`src/rtl/iir_inverse_eq_if.sv`:
```
// Stream bundle for iir_inverse_eq.
// Carries both the input (filtered y) and output (reconstructed x) handshakes.
// master: the environment side (upstream source plus downstream sink).
// slave: the equaliser itself.
interface iir_inverse_eq_if #(
  parameter int unsigned W = 32
);
  logic         in_valid;
  logic         in_ready;
  logic [W-1:0] in_data;
  logic         out_valid;
  logic         out_ready;
  logic [W-1:0] out_data;

  modport master (
    output in_valid,
    output in_data,
    output out_ready,
    input  in_ready,
    input  out_valid,
    input  out_data
  );

  modport slave (
    input  in_valid,
    input  in_data,
    input  out_ready,
    output in_ready,
    output out_valid,
    output out_data
  );
endinterface

```
`src/rtl/iir_inverse_eq.sv`:
```
// iir_inverse_eq: exact modulo-2^W inverse of the recursive shaping filter
//   y[n] = x[n-1] - x[n-2] + x[n-3] + x[n-4] + (y[n-1]>>1) + (y[n-2]>>2)
// Each accepted y[n] yields x[n-1]. The very first result (x[-1]) is dropped,
// so output sample k is x[k]. The output stage is one register deep and
// in_ready is the only combinational path (from out_ready).
// Optional feature macro: INVFILT_CNT_EN adds the out_cnt delivery counter.
module iir_inverse_eq #(
  parameter int unsigned W = 32
) (
  input  logic                 clk,
  input  logic                 rst_a,
  input  logic                 clr,
  iir_inverse_eq_if.slave      bus
`ifdef INVFILT_CNT_EN
  ,
  output logic [31:0]          out_cnt
`endif
);

  typedef enum logic [0:0] {
    ST_FILL = 1'b0,
    ST_RUN  = 1'b1
  } state_t;

  state_t       state_q;
  state_t       state_d;

  logic [W-1:0] yd1;
  logic [W-1:0] yd2;
  logic [W-1:0] xr1;
  logic [W-1:0] xr2;
  logic [W-1:0] xr3;

  logic         out_valid_q;
  logic [W-1:0] out_data_q;

  logic         in_ready;
  logic         accept;
  logic         deliver;
  logic         emit;
  logic [W-1:0] xh;

  // Handshake decode and the single-cycle reconstruction of x[n-1].
  // clr masks accept so a sample presented alongside it is never consumed.
  always_comb begin
    in_ready = !out_valid_q || bus.out_ready;
    accept   = bus.in_valid && in_ready && !clr;
    deliver  = out_valid_q && bus.out_ready;
    xh       = bus.in_data - (yd1 >> 1) - (yd2 >> 2) + xr1 - xr2 - xr3;
  end

  // Priming FSM: the first accept after reset/clear fills history only.
  always_comb begin
    state_d = state_q;
    emit    = 1'b0;
    case (state_q)
      ST_FILL: begin
        if (accept) begin
          state_d = ST_RUN;
        end
      end
      ST_RUN: begin
        emit = accept;
      end
      default: begin
        state_d = ST_FILL;
      end
    endcase
  end

  // FSM state register.
  always_ff @(posedge clk or posedge rst_a) begin
    if (rst_a) begin
      state_q <= ST_FILL;
    end else if (clr) begin
      state_q <= ST_FILL;
    end else begin
      state_q <= state_d;
    end
  end

  // Input/output history shift on every accepted sample.
  always_ff @(posedge clk or posedge rst_a) begin
    if (rst_a) begin
      yd1 <= '0;
      yd2 <= '0;
      xr1 <= '0;
      xr2 <= '0;
      xr3 <= '0;
    end else if (clr) begin
      yd1 <= '0;
      yd2 <= '0;
      xr1 <= '0;
      xr2 <= '0;
      xr3 <= '0;
    end else if (accept) begin
      yd2 <= yd1;
      yd1 <= bus.in_data;
      xr3 <= xr2;
      xr2 <= xr1;
      xr1 <= xh;
    end
  end

  // One-deep output register; a new result and a delivery in the same
  // cycle keep out_valid high so the stream runs at one sample per clock.
  always_ff @(posedge clk or posedge rst_a) begin
    if (rst_a) begin
      out_valid_q <= 1'b0;
      out_data_q  <= '0;
    end else if (clr) begin
      out_valid_q <= 1'b0;
      out_data_q  <= '0;
    end else if (emit) begin
      out_valid_q <= 1'b1;
      out_data_q  <= xh;
    end else if (deliver) begin
      out_valid_q <= 1'b0;
    end
  end

`ifdef INVFILT_CNT_EN
  logic [31:0] cnt_q;

  // Count samples taken downstream; wraps naturally at 2^32.
  always_ff @(posedge clk or posedge rst_a) begin
    if (rst_a) begin
      cnt_q <= '0;
    end else if (clr) begin
      cnt_q <= '0;
    end else if (deliver) begin
      cnt_q <= cnt_q + 32'd1;
    end
  end

  assign out_cnt = cnt_q;
`endif

  assign bus.in_ready  = in_ready;
  assign bus.out_valid = out_valid_q;
  assign bus.out_data  = out_data_q;

endmodule

```
`src/flat_wrapper.sv`:
```
// flat-port wrapper written by rule: the top's interface ports become plain ports
module iir_inverse_eq_flat 
#(
  parameter int unsigned W = 32
)
  (clk, rst_a, clr, bus_in_valid, bus_in_data, bus_out_ready, bus_in_ready, bus_out_valid, bus_out_data);
  iir_inverse_eq_if #(.W(W)) bus_i ();
  input  logic clk;
  input  logic rst_a;
  input  logic clr;
  input wire logic [$bits(bus_i.in_valid)-1:0] bus_in_valid;
  input wire logic [$bits(bus_i.in_data)-1:0] bus_in_data;
  input wire logic [$bits(bus_i.out_ready)-1:0] bus_out_ready;
  output wire logic [$bits(bus_i.in_ready)-1:0] bus_in_ready;
  output wire logic [$bits(bus_i.out_valid)-1:0] bus_out_valid;
  output wire logic [$bits(bus_i.out_data)-1:0] bus_out_data;
  assign bus_i.in_valid = bus_in_valid;
  assign bus_i.in_data = bus_in_data;
  assign bus_i.out_ready = bus_out_ready;
  assign bus_in_ready = bus_i.in_ready;
  assign bus_out_valid = bus_i.out_valid;
  assign bus_out_data = bus_i.out_data;
  iir_inverse_eq #(.W(W)) u_core (.clk(clk), .rst_a(rst_a), .clr(clr), .bus(bus_i));
endmodule
```
`config.mk`:
```
export PLATFORM = sky130hd
export DESIGN_NAME = iir_inverse_eq_flat
export DESIGN_NICKNAME = d
export VERILOG_FILES = /design/src/rtl/iir_inverse_eq_if.sv /design/src/rtl/iir_inverse_eq.sv /design/src/flat_wrapper.sv
export SDC_FILE = /design/constraint.sdc
export NUM_CORES = 1
export LEC_CHECK = 0
export ABC_AREA = 1
export BUFFER_PORTS_ARGS = -buffer_cell sky130_fd_sc_hd__buf_2
export CAP_MARGIN = 20
export CELL_PAD_IN_SITES_DETAIL_PLACEMENT = 1
export CELL_PAD_IN_SITES_GLOBAL_PLACEMENT = 2
export CORE_UTILIZATION = 35
export DETAILED_ROUTE_END_ITERATION = 7
export PLACE_DENSITY_LB_ADDON = 0.1
export SLEW_MARGIN = 20
export SYNTH_ARGS = -nofsm -noshare
export SYNTH_HDL_FRONTEND = slang
export SYNTH_SLANG_ARGS = --single-unit
```
`constraint.sdc`:
```
create_clock -name clk -period 5.3 [get_ports clk]
set_input_delay 0.265 -clock clk [delete_from_list [all_inputs] [get_ports clk]]
set_output_delay 0.265 -clock clk [all_outputs]
set_load 0.01 [all_outputs]
```
==> flow_metrics.py <==
metrics = {
    "clocking": {
        "clock_sinks": 191,
        "cts_tree": "done",
        "cts_hold_buf": 0,
        "clockBufferDepth": 2,
        "clkTransAtPathRegs_ns": 0.08,
        "clk_latency_ns": 0.46,
        "htree_levels": 4,
        "clockRootBuffer": "clkbuf_16",
        "postCtsResizedCells": 0,
        "post_cts_buffers": 0,
        "numCtsBuffers": 17,
    },
    "synth": {
        "syn_nets": 1637,
        "synth-seq-cells": 191,
        "seq_area_frac_synth_pct": 38.2,
        "ys_types": 35,
        "synth_area_mm2": 0.0125,
        "yosys.area.top_type_share_pct": 38.2,
        "synth_area_leaders": "dfrtp_1 (38%), fa_1 (20%), nand2_1 (11%), inv_1 (10%), o22ai_1 (4.1%)",
        "asyncSetResetFlopFracSynth_pct": 100,
        "synth_edf_count": 0,
        "netlist_top_cells_count": "nand2_1 (355), inv_1 (345), dfrtp_1 (191), fa_1 (122), o22ai_1 (81)",
        "syn_inst": 1445,
        "synth_largest_area_cell": "dfrtp_1",
        "yosysWarningCount": 0,
        "yosysMostFrequentCell": "nand2_1",
        "ys.flop_type": "dfrtp_1",
        "synth_area_per_cell_um2": 8.66,
    },
    "placed_design": {
        "dp_hpwl_mm": 27.6,
        "port_buffers": 70,
        "place.gp.congestion": 0.815,
        "pre_cts_ws_ns": 1.30,
    },
    "global_routing": {
        "grt_pass1_wl_mm": 59.6,
        "grt_antenna_before_repair": 0,
        "gr-total-overflow": 0,
        "grt_pass1_vias": 10400,
        "grt_max_degree": 127,
        "grt_use_total_pct": 21.6,
    },
    "timing": {
        "fin_worst_skew_ns": 0.0121,
        "setup_tns_ns": 0,
        "tightest_slew_ns": 0.930,
        "finalCritPeriodShare_pct": 74.0,
        "worst_hold_slack_ns": -0.0297,
        "finalMaxSlewViolations": 0,
        "rsz0062_at_grt": "no",
        "hold_violations": 7,
        "setup_ws_ns": 1.38,
        "finalSetupViolations": 0,
        "slew_headroom_pct": 38.0,
        "fmax_mhz": 255,
        "fin_crit_ns": 3.92,
    },
    "routing": {
        "wl_met2_mm": 16.1,
        "wirelength_mm": 36.2,
        "top_layer": "met4",
        "vias": 9345,
        "avgViaCountPerCell": 4.75,
        "wl_met1_mm": 19.0,
        "antenna_left": 0,
        "drt-initial-drc-count": 431,
        "drc_errors": 0,
        "wl_per_cell_um": 18.4,
        "wl_met3_um": 734,
        "drtPass1Iterations": 4,
    },
    "critical_path": {
        "arrival_ns": 4.25,
        "start_kind": "register",
        "crit_path_end_kind": "register",
        "crit_fanout": 5,
        "required_ns": 5.62,
        "crit_type": "register to register",
    },
    "layout": {
        "fillCellCount": 4169,
        "finish.utilization_pct": 39.9,
        "drive_above_1_share_pct": 10.6,
        "antenna_cells": 0,
        "area_growth_pct": 11.2,
        "layout.nets": 1691,
    },
    "die": {
        "die_x_um": 191,
        "die_h_um": 191,
        "fp-row-count": 68,
        "dieArea_mm2": 0.0365,
        "design.core.area_mm2": 0.0349,
        "start_util_pct": 35.9,
        "pin_count": 71,
    },
    "outcome": {
        "status": "complete, but fails checks",
        "violations": "negative hold slack",
    },
    "min_path": {
        "hp-class": "input port to asynchronous set/reset pin",
    },
    "flow_run": {
        "cap_violations": 0,
    },
}
## layout by cell type, fill, tap and decap left out, types with 3 or more instances in the layout
cell        instances
nand2_1           354
nor2_2              7
fa_1              122
o22ai_1            81
inv_2               5
dfrtp_1           191
nand3b_1            9
nor3_1              7
o21ai_0            74
buf_4               7
clkinv_2            4
inv_6               3
o21ai_1            18
nor2_1             33
nor2_4              4
inv_1             343
a21oi_1            28
nand2_2            17
nand4_1            26
ha_1               33
clkbuf_16          17
clkinvlp_4          3
buf_2              70
nand3_1            26
## metal layers
layer  track usage [%]  up-vias
met5                 0        -
met4              4.71        0
met3              2.81       20
met2              32.8       82
met1              32.5     4727
li1                  -     4516
## registers in the layout, summed over array words and instances (netlist names)
| signal | flops |
|---|---|
| u_core.yd2 | 30 |
| u_core.yd1 | 31 |
| u_core.xr3 | 32 |
| u_core.state_q | 1 |
| u_core.xr2 | 32 |
| u_core.xr1 | 32 |
| u_core.bus.out_data | 32 |
| u_core.bus.out_valid | 1 |
## per-stage QoR
stage / instances / area [µm²]
after global routing: 1967 / 13900
after floorplan: 1445 / 12500
after CTS: 1966 / 13900
after global placement: 1934 / 13300
final: 1967 / 13900
after detailed placement: 1934 / 13300
## cells by family (layout without fill, tap and decap cells)
group | count (synthesis) | after routing | share of synthesized area (%)
flops | 191 | 191 | 38.2
compound gates | 208 | 208 | 9.31
simple gates | 495 | 495 | 17.2
buf+inv | 395 | 462 | 12.4
fa+ha+maj | 155 | 155 | 22.8
xor+xnor | 1 | 1 | 0.0700
## final timing paths
check                           slack (ns)                          to                  startpoint  depth (start not counted)
max in group asynchronous             4.57  u_core.xr2[26]$_DFFE_PP0P_                       rst_a                          3
worst max-delay path                  1.38  u_core.xr1[10]$_DFFE_PP0P_   u_core.xr1[9]$_DFFE_PP0P_                         15
worst min-delay path                 -0.03  u_core.yd2[31]$_DFFE_PP0P_                       rst_a                          3
worst min register to register        0.48  u_core.xr1[29]$_DFFE_PP0P_  u_core.xr1[29]$_DFFE_PP0P_                          2
min in group clk                      0.07  u_core.yd1[19]$_DFFE_PP0P_             bus_in_data[19]                          3
worst max register to register        1.38  u_core.xr1[10]$_DFFE_PP0P_   u_core.xr1[9]$_DFFE_PP0P_                         15
## worst max-delay path, stage by stage (launching register included)
cell	delay [ns]
dfrtp_1	0.40
inv_1	0.10
fa_1	0.48
inv_1	0.05
fa_1	0.53
inv_1	0.05
fa_1	0.47
inv_1	0.06
ha_1	0.38
nand2_1	0.11
nand2_1	0.11
inv_1	0.08
nand2_1	0.07
nand3b_1	0.30
o21ai_0	0.46
o21ai_0	0.13
## layout make-up
type / instances / area [µm²] / share of cell area [%]
inverters: 351 / 1320 / 9.52
well taps: 455 / 569 / 4.09
clock buffers: 19 / 453 / 3.26
clock inverters: 13 / 151 / 1.09
multi-input cells: 859 / 6180 / 44.5
repair buffers: 79 / 450 / 3.24
flip-flops and latches: 191 / 4780 / 34.4
Power is not shown: default switching activity piles up to over one toggle a cycle in this logic, so the estimate is an artifact.
